**src/rtl/uart_pkg.sv**
```systemverilog
// Shared types and helpers for the UART receiver: FSM state encoding,
// baud divider computation and the 2-of-3 sample vote.
package uart_pkg;

  typedef enum logic [2:0] {
    ST_IDLE      = 3'd0,
    ST_START     = 3'd1,
    ST_DATA      = 3'd2,
    ST_STOP      = 3'd3,
    ST_WAIT_IDLE = 3'd4
  } uart_rx_state_t;

  // Clocks per sample tick, truncated; never below one so the divider always ticks.
  function automatic int unsigned calc_div(input int unsigned clk_hz,
                                           input int unsigned baud,
                                           input int unsigned over_sample);
    int unsigned div;
    div = clk_hz / (baud * over_sample);
    return (div == 32'd0) ? 32'd1 : div;
  endfunction

  // Majority of three samples, used to reject single-sample noise.
  function automatic logic maj3(input logic a, input logic b, input logic c);
    return (a & b) | (a & c) | (b & c);
  endfunction

endpackage

```
**src/rtl/uart_baud_gen.sv**
```systemverilog
// Sample-tick divider: one registered tick every Div clocks, restartable so
// the receiver can align bit phase to a detected start edge.
module uart_baud_gen #(
  parameter int unsigned Div = 54
) (
  input  logic i_clk,
  input  logic i_rst,
  input  logic i_restart,
  output logic o_tick
);
  localparam int unsigned CntW = (Div > 1) ? $clog2(Div) : 1;
  localparam logic [CntW-1:0] CntMax = CntW'(Div - 1);

  logic [CntW-1:0] cnt_q, cnt_d;
  logic            tick_q, tick_d;

  // Next count and tick; a restart zeroes the phase and suppresses the tick.
  always_comb begin
    cnt_d  = cnt_q;
    tick_d = 1'b0;
    if (i_restart) begin
      cnt_d = '0;
    end else if (cnt_q == CntMax) begin
      cnt_d  = '0;
      tick_d = 1'b1;
    end else begin
      cnt_d = cnt_q + CntW'(1);
    end
  end

  // Divider state register with synchronous reset.
  always_ff @(posedge i_clk) begin
    if (i_rst) begin
      cnt_q  <= '0;
      tick_q <= 1'b0;
    end else begin
      cnt_q  <= cnt_d;
      tick_q <= tick_d;
    end
  end

  assign o_tick = tick_q;

endmodule

```
**src/rtl/uart_rx.sv**
```systemverilog
// Oversampling UART receiver with valid/ready output, framing-error and
// overrun pulses. Bit decisions use a 3-sample majority around mid-bit.
module uart_rx
  import uart_pkg::*;
#(
  parameter int DataLength      = 8,
  parameter int OverSample      = 8,
  parameter int BaudRate        = 115200,
  parameter int SystemClockFreq = 50_000_000
) (
  input  logic                  i_clk,
  input  logic                  i_rst,
  input  logic                  i_rx,
  output logic [DataLength-1:0] o_rx_data,
  output logic                  o_rx_valid,
  input  logic                  i_rx_ready,
  output logic                  o_frame_err,
  output logic                  o_overrun,
  output logic                  o_busy
);
  localparam int unsigned Div   = calc_div(SystemClockFreq, BaudRate, OverSample);
  localparam int          Half  = OverSample / 2;
  localparam int          TickW = $clog2(OverSample);
  localparam int          BitW  = (DataLength > 1) ? $clog2(DataLength) : 1;

  localparam logic [TickW-1:0] TickV0   = TickW'(Half - 1);
  localparam logic [TickW-1:0] TickV1   = TickW'(Half);
  localparam logic [TickW-1:0] TickV2   = TickW'(Half + 1);
  localparam logic [TickW-1:0] TickLast = TickW'(OverSample - 1);
  localparam logic [BitW-1:0]  BitLast  = BitW'(DataLength - 1);

  uart_rx_state_t        state_q, state_d;
  logic                  sync1_q, sync2_q, prev_q;
  logic [TickW-1:0]      bit_tick_q, bit_tick_d;
  logic [TickW-1:0]      idle_cnt_q, idle_cnt_d;
  logic [BitW-1:0]       bit_idx_q, bit_idx_d;
  logic [DataLength-1:0] shift_q, shift_d;
  logic [1:0]            vote_q, vote_d;
  logic [DataLength-1:0] rx_data_q, rx_data_d;
  logic                  rx_valid_q, rx_valid_d;
  logic                  frame_err_q, frame_err_d;
  logic                  overrun_q, overrun_d;
  logic                  busy_q, busy_d;

  logic rx_s, tick_s, restart_s, start_edge_s, decide_s, vote_s, good_stop_s;

  assign rx_s         = sync2_q;
  assign start_edge_s = prev_q & ~rx_s;
  assign decide_s     = tick_s && (bit_tick_q == TickV2);
  assign vote_s       = maj3(vote_q[0], vote_q[1], rx_s);
  assign good_stop_s  = (state_q == ST_STOP) && decide_s && vote_s;

  uart_baud_gen #(.Div(Div)) u_baud_gen (
    .i_clk     (i_clk),
    .i_rst     (i_rst),
    .i_restart (restart_s),
    .o_tick    (tick_s)
  );

  // Next-state logic: bit timing, sampling, FSM and output handshake.
  always_comb begin
    state_d     = state_q;
    bit_tick_d  = bit_tick_q;
    idle_cnt_d  = idle_cnt_q;
    bit_idx_d   = bit_idx_q;
    shift_d     = shift_q;
    vote_d      = vote_q;
    rx_data_d   = rx_data_q;
    rx_valid_d  = rx_valid_q;
    frame_err_d = 1'b0;
    overrun_d   = 1'b0;
    restart_s   = 1'b0;

    if (tick_s) begin
      bit_tick_d = (bit_tick_q == TickLast) ? '0 : bit_tick_q + TickW'(1);
      if (bit_tick_q == TickV0) begin
        vote_d[0] = rx_s;
      end else if (bit_tick_q == TickV1) begin
        vote_d[1] = rx_s;
      end else begin
        vote_d = vote_q;
      end
    end else begin
      bit_tick_d = bit_tick_q;
    end

    case (state_q)
      ST_IDLE: begin
        if (start_edge_s) begin
          state_d    = ST_START;
          restart_s  = 1'b1;
          bit_tick_d = '0;
          bit_idx_d  = '0;
          vote_d     = 2'b00;
        end else begin
          state_d = ST_IDLE;
        end
      end
      ST_START: begin
        if (decide_s) begin
          state_d   = vote_s ? ST_IDLE : ST_DATA;
          bit_idx_d = '0;
        end else begin
          state_d = ST_START;
        end
      end
      ST_DATA: begin
        if (decide_s) begin
          shift_d = DataLength'({vote_s, shift_q} >> 1);
          if (bit_idx_q == BitLast) begin
            state_d = ST_STOP;
          end else begin
            bit_idx_d = bit_idx_q + BitW'(1);
          end
        end else begin
          state_d = ST_DATA;
        end
      end
      ST_STOP: begin
        if (decide_s) begin
          if (vote_s) begin
            state_d = ST_IDLE;
          end else begin
            frame_err_d = 1'b1;
            idle_cnt_d  = '0;
            state_d     = ST_WAIT_IDLE;
          end
        end else begin
          state_d = ST_STOP;
        end
      end
      ST_WAIT_IDLE: begin
        // Line must stay high for a whole bit before a new frame is accepted.
        if (tick_s) begin
          if (!rx_s) begin
            idle_cnt_d = '0;
          end else if (idle_cnt_q == TickLast) begin
            idle_cnt_d = '0;
            state_d    = ST_IDLE;
          end else begin
            idle_cnt_d = idle_cnt_q + TickW'(1);
          end
        end else begin
          state_d = ST_WAIT_IDLE;
        end
      end
      default: begin
        state_d = ST_IDLE;
      end
    endcase

    // A new byte wins over a transfer; if the holding slot is stuck, drop it.
    if (good_stop_s) begin
      if (!rx_valid_q || i_rx_ready) begin
        rx_data_d  = shift_q;
        rx_valid_d = 1'b1;
      end else begin
        overrun_d = 1'b1;
      end
    end else if (rx_valid_q && i_rx_ready) begin
      rx_valid_d = 1'b0;
    end else begin
      rx_valid_d = rx_valid_q;
    end

    busy_d = (state_d != ST_IDLE);
  end

  // All state and registered outputs; synchronizer idles high.
  always_ff @(posedge i_clk) begin
    if (i_rst) begin
      sync1_q     <= 1'b1;
      sync2_q     <= 1'b1;
      prev_q      <= 1'b1;
      state_q     <= ST_IDLE;
      bit_tick_q  <= '0;
      idle_cnt_q  <= '0;
      bit_idx_q   <= '0;
      shift_q     <= '0;
      vote_q      <= 2'b00;
      rx_data_q   <= '0;
      rx_valid_q  <= 1'b0;
      frame_err_q <= 1'b0;
      overrun_q   <= 1'b0;
      busy_q      <= 1'b0;
    end else begin
      sync1_q     <= i_rx;
      sync2_q     <= sync1_q;
      prev_q      <= sync2_q;
      state_q     <= state_d;
      bit_tick_q  <= bit_tick_d;
      idle_cnt_q  <= idle_cnt_d;
      bit_idx_q   <= bit_idx_d;
      shift_q     <= shift_d;
      vote_q      <= vote_d;
      rx_data_q   <= rx_data_d;
      rx_valid_q  <= rx_valid_d;
      frame_err_q <= frame_err_d;
      overrun_q   <= overrun_d;
      busy_q      <= busy_d;
    end
  end

  assign o_rx_data   = rx_data_q;
  assign o_rx_valid  = rx_valid_q;
  assign o_frame_err = frame_err_q;
  assign o_overrun   = overrun_q;
  assign o_busy      = busy_q;

endmodule
```
**config.mk**
```make
export PLATFORM = sky130hd
export DESIGN_NAME = uart_rx
export DESIGN_NICKNAME = d
export VERILOG_FILES = /design/src/rtl/uart_pkg.sv /design/src/rtl/uart_baud_gen.sv /design/src/rtl/uart_rx.sv
export SDC_FILE = /design/constraint.sdc
export NUM_CORES = 1
export LEC_CHECK = 0
export CAP_MARGIN = 20
export CORE_UTILIZATION = 55
export DETAILED_ROUTE_END_ITERATION = 10
export MAX_ROUTING_LAYER = met4
export PLACE_DENSITY = 0.79
export SLEW_MARGIN = 20
export SYNTH_ARGS = -nofsm -noshare
export SYNTH_HDL_FRONTEND = slang
export SYNTH_SLANG_ARGS = --single-unit
```
**constraint.sdc**
```tcl
create_clock -name i_clk -period 4.8 [get_ports i_clk]
set_input_delay 1.2 -clock i_clk [delete_from_list [all_inputs] [get_ports i_clk]]
set_output_delay 1.2 -clock i_clk [all_outputs]
set_load 0.01 [all_outputs]
```
=== Word-level counts from Yosys, hierarchy flattened ===
Cells that the tools add are included.

* Add/sub/neg operators: 4
* Eq/ne operators: 19
* Muxes and demuxes: 40
* Bitwise gates (word level): 10
* Reduce and logical (&&, ||, !) cells: 20

{| class="wikitable"
|+ Operators by type and width
! cell !! count
|-
| two-way mux 3 bit || 20
|-
| == test 3 bit, second input constant || 6
|-
| case mux 3 bit (5 select lines) || 1
|-
| two-way mux 1 bit || 12
|-
| != test 2 bit, second input constant || 6
|-
| two-way mux 2 bit || 5
|-
| adder 3 x 1 -> 3 bit, second input constant || 3
|-
| == test 3 x 2 -> 1 bit, second input constant || 3
|-
| case mux 3 bit (3 select lines) || 1
|-
| adder 6 x 1 -> 6 bit, second input constant || 1
|-
| == test 6 bit, second input constant || 1
|-
| case mux 3 bit (2 select lines) || 1
|-
| AND reduction 2 bit || 3
|-
| nonzero test 3 bit || 2
|-
| OR reduction 3 bit || 2
|-
| AND reduction 5 bit || 1
|-
| bitwise AND 1 bit || 4
|-
| logical AND 1 bit || 4
|-
| != test 2 x 1 -> 1 bit, second input constant || 2
|-
| NOT 1 bit || 4
|-
| AND reduction 4 bit || 1
|-
| nonzero test 2 bit || 2
|-
| OR reduction 2 bit || 2
|-
| == test 3 x 1 -> 1 bit, second input constant || 1
|-
| other kinds (4) || 5
|}

* Bits in registers: 44
* Bits of input ports: 4
* Output and inout port bits: 12
* Word-level logic and storage cells: 109

=== Depth between registers and ports, before layout ===
Gate-level depths: netlist (run 1).

* Depth after elaboration: 7
* Mapped depth: 7
* Gate-level depth less buffers: 6

=== Hierarchy ===
Synthesis (run 1) repeated with hierarchy kept, for this count alone.

* Cell total of the unflattened synthesis: 191
* Area, all modules: 1869.3 um^2

{| class="wikitable"
|+ By module, submodules not included
! module !! instances !! cells an instance !! area an instance (um^2) !! sequential area each (um^2)
|-
| uart_rx || 1 || 162 || 1595.3 || 740.7
|-
| uart_baud_gen || 1 || 29 || 274.0 || 140.1
|}

=== Worst setup path after synthesis (run 1) ===
Ideal clock, no wire load.

* Kind: input to register
* Start point: input port i_rst
* End point: register busy_q (netlist: o_busy)
* Library setup time: 127 ps
* Arrival time: 2068 ps
* Required time: 4673 ps
* Slack: 2605 ps
* Cell stages on the path: 5
* Buffers on the path: 1
* Cells stage by stage: clkbuf_1 inv_1 nand2_1 a21oi_2 or3_1

{| class="wikitable"
|+ RTL lines
! what !! RTL line !! RTL
|-
| start, declared || uart_rx.sv:12 || <nowiki>input logic i_rst,</nowiki>
|-
| end signal, assigned || uart_rx.sv:200 || <nowiki>busy_q <= busy_d;</nowiki>
|-
| end, declared || uart_rx.sv:43 || <nowiki>logic busy_q, busy_d;</nowiki>
|}

==> summary.md, run 1 <==
- DRC marker count from the first detailed-route iteration: 45
- number of antenna violations at the first check in global routing: 0
- area occupied by multi-input gates: 901 µm²
- fraction of final layout cells with drive strength greater than 1: 6.86%
- Power per Cell Area: 278 mW/mm²
- Critical Setup Path Class: primary input to register
- Clock Path Buffers: 2
- Crit Path Max Fanout: 28
- fraction of synthesis flops using an asynchronous set or reset pin: 0%
- met2 Resource Use GR: 36.3%
- required time at the endpoint of the critical path: 5.05 ns
- outcome: complete, no violations
- die extent in y: 59.9 µm
- final cycle utilization of the critical path: 60.6%
- sink count of the clock tree: 44
- crit path time final: 2.91 ns
- Synth Register Bits: 44
- Core Footprint: 0.00310 mm²
- ys flop type: dfxtp_1
- cell area after technology mapping: 0.00184 mm²
- via-per-instance ratio: 5.36
- clock slew seen by the registers of the worst setup and hold paths: 0.12 ns
- category of cells accounting for the largest share of critical-path delay: buffers and inverters
- Slew HR: 37.6%
- endpoint of the worst register-to-register path: o_rx_data[1]$_SDFFE_PP0P_
- register cell area after layout: 881 µm²
- number of routed nets with antenna violations: 0
- hold-fix buffer count after cts: 0
- count of flip-flops with a built-in enable after synthesis: 0
- VDD IR max: 0.258 mV
- final worst slack: 1.89 ns
- dpl hpwl: 2.38 mm
- worst hold slack: 0.424 ns
- cell type with the highest aggregate area in the netlist: dfxtp_1
- number of optimization iterations in the first detailed-route pass: 5
- setup slack of the worst register-to-register path: 2.75 ns
- net total in the final layout: 217
- startpoint of the lowest-slack hold path: sync1_q$_SDFF_PP1_
- count of yosys warnings during synthesis: 0
- ranking of synthesized cells by area: dfxtp_1, mux2i_1, ha_1
- met1 Use GR: 23.5%
- global-route total usage across every layer: 21.5%
- CTS-repair resized insts: 0
- fill cell total of the finished layout: 272
- initial cell density of the core: 59.4%
- share of synthesized area occupied by flip-flops and latches: 47.8%
- number of top-level pins: 16
- worst setup skew after layout: 0.0120 ns
- clock latency on the worst-skew pair: 0.35 ns
- kind of path behind the tightest hold check: register to register
- static leakage power: 0.871 nW
- distinct cell type count of the synthesized netlist: 37
- number of setup buffers added after CTS: 0
- area enclosed by the die boundary: 0.00358 mm²
- total number of vias: 1330
- Critical Path Slowest Stage Cell: clkdlybuf4s50_1
- die boundary width: 59.9 µm
- destination of the worst hold path: rx_s$_SDFF_PP1_
- count of input and output buffers: 15
- maximum cell stage delay along the critical path: 1.08 ns
- global-route wire length before repair: 5.47 mm
- total count of max-transition violations in the final report: 0
- layer carrying the most global-route usage: met2
- post-detailed-route wirelength per cell: 13.0 µm
- worst setup slack after placement: 1.54 ns
- pin count of the biggest net entering global routing: 29
- endpoint type of the worst setup path: register
- aggregate routed wire length: 3.23 mm
- arrival time of data at the critical path endpoint: 3.16 ns
- Yosys top cell area share: 47.8%
- FP Rows: 20
- length in cells of the worst reg-to-reg path: 4
- GR Overflow Total: 0
- number of H-tree levels: 2
- CP bufs+invs: 2
- TritonCTS buffer count: 5
- Diodes inserted: 0
- Crit Reg-Reg Startpoint: u_baud_gen.o_tick$_SDFF_PP0_
- measured slew at the worst slew-check pin: 0.933 ns
- relative area change from synthesis to final layout: 12.5%
- met3 track demand over resource: 4.55%
- nature of the critical path startpoint: primary input
- DRC: 0
- placer's final routability congestion estimate: 0.838
- final count of negative-setup-slack endpoints: 0
- Root Buffer: clkbuf_4
- syn_area_per_cell: 9.80 µm²
- Worst Hold Path Cells: 1
- Total Negative Setup Slacks: 0 ns
- number of endpoints with negative hold slack in the final report: 0
- number of global-route vias before repair: 1257
- cell area after layout: 0.00207 mm²
- cells along the critical path: clkdlybuf4s50_1, inv_1, nand2_1, a21oi_2, or3_1
- post-detailed-placement cell area: 0.00201 mm²
- max-capacitance violation count: 0
- clock tree from TritonCTS: built
- RSZ-0062 raised after global routing: false
- achievable clock frequency: 344 MHz
- synthesized netlist cell count: 188
- number of nets in the synthesized netlist: 202
==> cell type report <==
| class | count | share of cell area (%) |
|---|---|---|
| Multi-Input combinational cell | 131 | 43.5 |
| Sequential cell | 44 | 42.5 |
| Timing Repair Buffer | 15 | 7.25 |
| Clock buffer | 7 | 2.66 |
| Tap cell | 44 | 2.66 |
| Inverter | 6 | 1.09 |
| Clock inverter | 1 | 0.362 |
==> power by group <==
group          internal, mW  switching, mW  leakage (nW)
clock                0.0718          0.112        0.0315
combinational       0.00799         0.0103         0.484
sequential            0.369        0.00375         0.356
total                 0.449          0.126         0.871
==> cells in the final DEF (no fill, tap or decap), types with 2 or more instances in the layout <==
cell,instances
o21ai_0,2
nand3_1,9
xnor2_1,3
nand2_1,12
nand4_1,2
inv_1,6
a21oi_1,4
mux2i_1,22
or4_1,2
nand3b_1,2
nand2b_1,4
clkbuf_4,5
ha_1,10
xor2_1,2
nor2_1,31
or2_2,3
clkdlybuf4s50_1,15
dfxtp_1,44
nor2b_1,2
or3_1,4
nor3_1,2
==> metal layers <==
metal | vias up | share of wire (%)
li1 | 673 | -
met4 | 0 | 1.9
met3 | 8 | 3.8
met2 | 30 | 51
met1 | 619 | 43
met5 | - | 0
==> cell usage after synthesis (all sizes together) (3+ instances only) <==
cell type,number
nand2,12
a21oi,5
xnor2,3
dfxtp,44
buf,4
nand2b,4
mux2i,22
nand3,10
nor2,31
inv,6
ha,10
or3,4
clkbuf,3
or2,3
==> worst register-to-register path: cells and delay by family, from the launching register on <==
kind          cells  cell delay [ns]
mux               1             0.25
simple gates      3             1.06
flops             1             0.62
==> how the worst max path moves through the flow <==
stage          start                 to  slack, ns  cells past startpoint
2_1_floorplan  i_rst  o_busy$_SDFF_PP0_       2.60                      5
3_5_place_dp   i_rst  o_busy$_SDFF_PP0_       1.54                      5
5_1_grt        i_rst  o_busy$_SDFF_PP0_       1.76                      5
6_report       i_rst  o_busy$_SDFF_PP0_       1.89                      5
3_3_place_gp   i_rst  o_busy$_SDFF_PP0_       1.62                      5
4_1_cts        i_rst  o_busy$_SDFF_PP0_       1.93                      5
==> sequential cells by signal, indices dropped and copies added, names as in the netlist <==
name and cells:
bit_idx_q 3, bit_tick_q 3, idle_cnt_q 3, o_busy 1, o_frame_err 1, o_overrun 1, o_rx_data 8, o_rx_valid 1
prev_q 1, rx_s 1, shift_q 8, state_q 3, sync1_q 1, u_baud_gen.cnt_q 6, u_baud_gen.o_tick 1, vote_q 2
==> logic make-up after synthesis <==
| family | count (synthesis) | share of synthesized area (%) |
|---|---|---|
| mux | 22 | 12.0 |
| buf+inv | 13 | 3.26 |
| flops | 44 | 47.8 |
| compound gates | 12 | 4.35 |
| simple gates | 81 | 22.7 |
| xor+xnor | 5 | 2.38 |
| fa+ha+maj | 11 | 7.54 |
==> stage by stage <==
step                power [mW]  instances  utilization [%]
detailed placement       0.400        240             64.8
finish                   0.575        248             66.8
global placement         0.398        240             64.8
floorplan                0.393        188                -
CTS                      0.582        248             66.8
global route             0.599        248             66.8
No activity file was read; power rests on OpenSTA's default activity.
==> run 2: changes to the inputs <==
==> constraint.sdc (replaced) <==
create_clock -name i_clk -period 2.7 [get_ports i_clk]
set_input_delay 0.675 -clock i_clk [delete_from_list [all_inputs] [get_ports i_clk]]
set_output_delay 0.675 -clock i_clk [all_outputs]
set_load 0.01 [all_outputs]
==> run 2 against run 1 <==
Global-route usage fell by 0.25 points. Core utilization increased by 0.12 points. Clock skew down 0.0072 ns. Sequential share of layout area down 0.077 points. Setup slack worse by 1.2 ns. Die area is the same.
==> summary.md, run 2 (same netlist as run 1, synthesis figures left out) <==
- outcome: complete, no violations
- sink count of the clock tree: 44
- relative area change from synthesis to final layout: 12.7%
- worst setup skew after layout: 0.00478 ns
- count of input and output buffers: 15
- power share of the sequential group: 65.2%
- number of endpoints with negative hold slack in the final report: 0
- internal power component: 0.800 mW
- number of optimization iterations in the first detailed-route pass: 4
- achievable clock frequency: 493 MHz
- number of top-level pins: 16
- worst hold slack: 0.422 ns
- static leakage power: 0.877 nW
- max-capacitance violation count: 0
- global-route total usage across every layer: 21.3%
- measured slew at the worst slew-check pin: 0.478 ns
- clock slew seen by the registers of the worst setup and hold paths: 0.11 ns
- combinational group share of total power: 3.3%
- Slew HR: 68.1%
- initial cell density of the core: 59.4%
- Total Negative Setup Slacks: 0 ns
- global-route wire length before repair: 5.35 mm
- number of setup buffers added after CTS: 0
- dpl hpwl: 2.31 mm
- nature of the critical path startpoint: register
- length in cells of the worst reg-to-reg path: 4
- net total in the final layout: 218
- Design Power: 1.02 mW
- DRC: 0
- kind of path behind the tightest hold check: register to register
- most frequent standard cell in the layout excluding fill and tap cells: dfxtp_1
- FP Rows: 20
- number of antenna violations at the first check in global routing: 0
- number of global-route vias before repair: 1221
- pin count of the biggest net entering global routing: 23
- aggregate routed wire length: 3.11 mm
- endpoint of the worst register-to-register path: o_rx_data[2]$_SDFFE_PP0P_
- area enclosed by the die boundary: 0.00358 mm²
- fraction of final layout cells with drive strength greater than 1: 6.83%
- arrival time of data at the critical path endpoint: 2.27 ns
- most frequent cells in the layout: dfxtp_1, nor2_1, mux2i_1
- Diodes inserted: 0
- destination of the worst hold path: rx_s$_SDFF_PP1_
- startpoint of the lowest-slack hold path: sync1_q$_SDFF_PP1_
- clock latency on the worst-skew pair: 0.35 ns
- CTS-repair resized insts: 0
- crit path time final: 2.03 ns
- Worst Hold Path Cells: 1
- Crit Reg-Reg Startpoint: u_baud_gen.o_tick$_SDFF_PP0_
- TritonCTS buffer count: 5
- endpoint type of the worst setup path: register
- Non-Filler Instances: 249
- required time at the endpoint of the critical path: 2.94 ns
- GR Overflow Total: 0
- final count of negative-setup-slack endpoints: 0
- final cycle utilization of the critical path: 75.1%
- Power per Cell Area: 489 mW/mm²
- Core Footprint: 0.00310 mm²
- hold-fix buffer count after cts: 0
- Root Buffer: clkbuf_4
- VDD IR max: 0.356 mV
- DRC marker count from the first detailed-route iteration: 47
- via-per-instance ratio: 5.32
- clock tree from TritonCTS: built
- total count of max-transition violations in the final report: 0
- RSZ-0062 raised after global routing: false
- Crit Path Max Fanout: 11
- reported net switching power: 0.216 mW
- Critical Setup Path Class: register to register
- Clk pwr share: 31.4%
- placer's final routability congestion estimate: 0.762
- start point of the critical path: u_baud_gen.o_tick$_SDFF_PP0_
- post-placement cell count: 241
- Clock Path Buffers: 2
- die boundary width: 59.9 µm
- number of routed nets with antenna violations: 0
- die extent in y: 59.9 µm
- post-detailed-route wirelength per cell: 12.5 µm
- switching share of power: 21.2%
- setup slack of the worst register-to-register path: 0.67 ns
- total number of vias: 1325
- number of H-tree levels: 2
==> run 2: worst max path at each step <==
stage / slack, ns / cells past startpoint / endpoint
floorplan: 1.02 / 6 / o_rx_data[0]$_SDFFE_PP0P_
global placement: 0.37 / 5 / o_rx_data[0]$_SDFFE_PP0P_
detailed placement: 0.33 / 5 / o_rx_data[2]$_SDFFE_PP0P_
CTS: 0.66 / 4 / o_rx_data[2]$_SDFFE_PP0P_
global route: 0.54 / 4 / o_rx_data[3]$_SDFFE_PP0P_
finish: 0.67 / 4 / o_rx_data[2]$_SDFFE_PP0P_
==> run 2: final cells by class <==
| type | count | area, µm² |
|---|---|---|
| Fill cell | 290 | 1030 |
| Tap cell | 44 | 55.1 |
| Clock buffer | 8 | 58.8 |
| Multi-Input combinational cell | 131 | 901 |
| Sequential cell | 44 | 881 |
| Inverter | 6 | 22.5 |
| Timing Repair Buffer | 16 | 158 |
==> run 2: power groups by stage <==
stage                     clock network [mW]  registers, mW  logic [mW]
after floorplan                            0          0.676      0.0225
after global placement                     0          0.677      0.0333
after detailed placement                   0          0.677      0.0346
after CTS                              0.331          0.662      0.0346
after global routing                   0.354          0.664      0.0389
final                                  0.319          0.662      0.0340
==> run 2: through the flow <==
stage	setup slack, ns	utilization (%)	cell area (µm²)
after floorplan	1.02	-	1840
after global placement	0.373	65.0	2020
after detailed placement	0.333	65.0	2020
after CTS	0.662	66.9	2080
after global routing	0.538	66.9	2080
final	0.673	66.9	2080
==> run 2: metal layers <==
layer	routed length (µm)	vias up	GRT usage (%)
met5	0	-	-
met3	117	5	6.49
li1	-	674	-
met2	1550	20	34.8
met4	49	0	7.97
met1	1390	626	24.4
==> run 2: critical path, stage by stage (launching register included) <==
cell and delay [ns]:
dfxtp_1 0.63, nand3_4 0.18, or4b_1 0.80, mux2i_1 0.23, nor2_1 0.07
==> run 3: changes to the inputs <==
==> constraint.sdc (replaced) <==
create_clock -name i_clk -period 1.9 [get_ports i_clk]
set_input_delay 0.475 -clock i_clk [delete_from_list [all_inputs] [get_ports i_clk]]
set_output_delay 0.475 -clock i_clk [all_outputs]
set_load 0.01 [all_outputs]
==> run 3 against run 2 <==
Via count increased by 3.2%. Clock power increased by 82%. Core utilization increased by 2.4 points. Wire length increased by 6.7%. Maximum frequency increased by 13%. Non-clock buffer count increased by 6. Clock-buffer cell count decreased by 3. First-iteration DRC count increased by 130%. Cell count increased by 2.4%. Critical path depth increased by 3. Critical endpoint unchanged.
==> summary.md, run 3 (same netlist as run 1, synthesis figures left out) <==
- outcome: complete, no violations
- FP Rows: 20
- global-route wire length before repair: 5.66 mm
- clock tree from TritonCTS: built
- net total in the final layout: 224
- nature of the critical path startpoint: register
- number of top-level pins: 16
- setup slack of the worst register-to-register path: 0.11 ns
- count of input and output buffers: 15
- VDD IR max: 0.484 mV
- die extent in y: 59.9 µm
- die boundary width: 59.9 µm
- measured slew at the worst slew-check pin: 0.488 ns
- max-capacitance violation count: 0
- startpoint of the lowest-slack hold path: sync1_q$_SDFF_PP1_
- Crit Path Max Fanout: 8
- final worst slack: 0.114 ns
- length in cells of the worst reg-to-reg path: 7
- number of global-route vias before repair: 1341
- aggregate routed wire length: 3.32 mm
- number of H-tree levels: 2
- worst setup slack after placement: -0.162 ns
- area enclosed by the die boundary: 0.00358 mm²
- destination of the worst hold path: rx_s$_SDFF_PP1_
- GR Overflow Total: 0
- number of antenna violations at the first check in global routing: 0
- cell area after layout: 0.00215 mm²
- Diodes inserted: 0
- final count of negative-setup-slack endpoints: 0
- most frequent cells in the layout: dfxtp_1, nor2_1, mux2i_1
- Clock Path Buffers: 2
- worst hold slack: 0.420 ns
- hold-fix buffer count after cts: 0
- final core utilization: 69.3%
- Non-Filler Instances: 255
- category of cells accounting for the largest share of critical-path delay: simple AND/OR/NAND/NOR gates
- Critical Setup Path Class: register to register
- pin count of the biggest net entering global routing: 23
- Design Power: 1.58 mW
- crit path time final: 1.79 ns
- cells along the critical path: inv_1, ha_2, nand3_4, or4b_1, buf_6, mux2i_1, nor2_1
- TritonCTS buffer count: 5
- Slew HR: 67.2%
- post-placement cell count: 247
- fill cell total of the finished layout: 259
- placer's final routability congestion estimate: 0.776
- number of setup buffers added after CTS: 0
- post-detailed-placement cell area: 0.00206 mm²
- static leakage power: 0.916 nW
- worst setup skew after layout: 0.0209 ns
- Core Footprint: 0.00310 mm²
- post-detailed-route wirelength per cell: 13.0 µm
- kind of path behind the tightest hold check: register to register
- total count of max-transition violations in the final report: 0
- DRC marker count from the first detailed-route iteration: 107
- initial cell density of the core: 59.4%
- Worst Hold Path Cells: 1
- clock slew seen by the registers of the worst setup and hold paths: 0.13 ns
- most frequent standard cell in the layout excluding fill and tap cells: dfxtp_1
- relative area change from synthesis to final layout: 16.7%
- maximum cell stage delay along the critical path: 0.56 ns
- clock latency on the worst-skew pair: 0.36 ns
- total number of vias: 1367
- sink count of the clock tree: 44
- Total Negative Setup Slacks: 0 ns
- global-route total usage across every layer: 22.1%
- RSZ-0062 raised after global routing: false
- arrival time of data at the critical path endpoint: 2.05 ns
- number of optimization iterations in the first detailed-route pass: 4
- endpoint type of the worst setup path: register
- achievable clock frequency: 560 MHz
- number of endpoints with negative hold slack in the final report: 0
- DRC: 0
- via-per-instance ratio: 5.36
- dpl hpwl: 2.52 mm
- number of routed nets with antenna violations: 0
- CP bufs+invs: 2
- Critical Path Slowest Stage Cell: or4b_1
- Crit Reg-Reg Startpoint: bit_tick_q[1]$_SDFF_PP0_
- Root Buffer: clkbuf_4
- fraction of final layout cells with drive strength greater than 1: 11.4%
- Power per Cell Area: 735 mW/mm²
- endpoint of the worst register-to-register path: o_rx_data[2]$_SDFFE_PP0P_
- required time at the endpoint of the critical path: 2.16 ns
- final cycle utilization of the critical path: 94.0%
## run 3: metal layers
| layer | vias to the layer above | part of all wire [%] | track usage (%) |
|---|---|---|---|
| met5 | - | 0 | - |
| met1 | 648 | 44 | 24.0 |
| met2 | 27 | 51 | 37.9 |
| met4 | 0 | 1.6 | 9.30 |
| met3 | 6 | 3.5 | 5.84 |
| li1 | 686 | - | - |
## run 3: repair_timing
item	CTS	global route
endpoints found under the setup margin	0	8
resized for setup	0	3
endpoints found under the hold margin	0	0
## run 3: worst max path at each step
stage	start	to	slack [ns]	depth (start not counted)
after floorplan	bit_tick_q[0]$_SDFF_PP0_	o_rx_data[0]$_SDFFE_PP0P_	0.22	6
after global placement	i_rx_ready	o_rx_data[5]$_SDFFE_PP0P_	-0.09	6
after detailed placement	i_rx_ready	o_rx_data[2]$_SDFFE_PP0P_	-0.16	6
after CTS	bit_tick_q[0]$_SDFF_PP0_	o_rx_data[2]$_SDFFE_PP0P_	0.05	6
after global routing	bit_tick_q[1]$_SDFF_PP0_	o_rx_data[2]$_SDFFE_PP0P_	0.02	7
final	bit_tick_q[1]$_SDFF_PP0_	o_rx_data[2]$_SDFFE_PP0P_	0.11	7
## run 3: cell type report
class	count	area (µm²)	area share (%)
clock buffers	5	37.5	1.75
clock inverters	3	42.5	1.98
inverters	6	22.5	1.05
multi-input cells	131	903	42.0
flip-flops and latches	44	882	41.0
well taps	44	55.1	2.56
repair buffers	22	206	9.60
## run 3: worst reg2reg max path, stage by stage (launching register included)
cell and delay (ns):
dfxtp_1 0.34, inv_1 0.08, ha_2 0.20, nand3_4 0.12, or4b_1 0.56, buf_6 0.17, mux2i_1 0.17, nor2_1 0.06
## run 3: where the power goes
part           internal (mW)  switching, mW
combinational         0.0257         0.0295
sequential             0.933        0.00900
clock                  0.274          0.308
total                   1.23          0.346
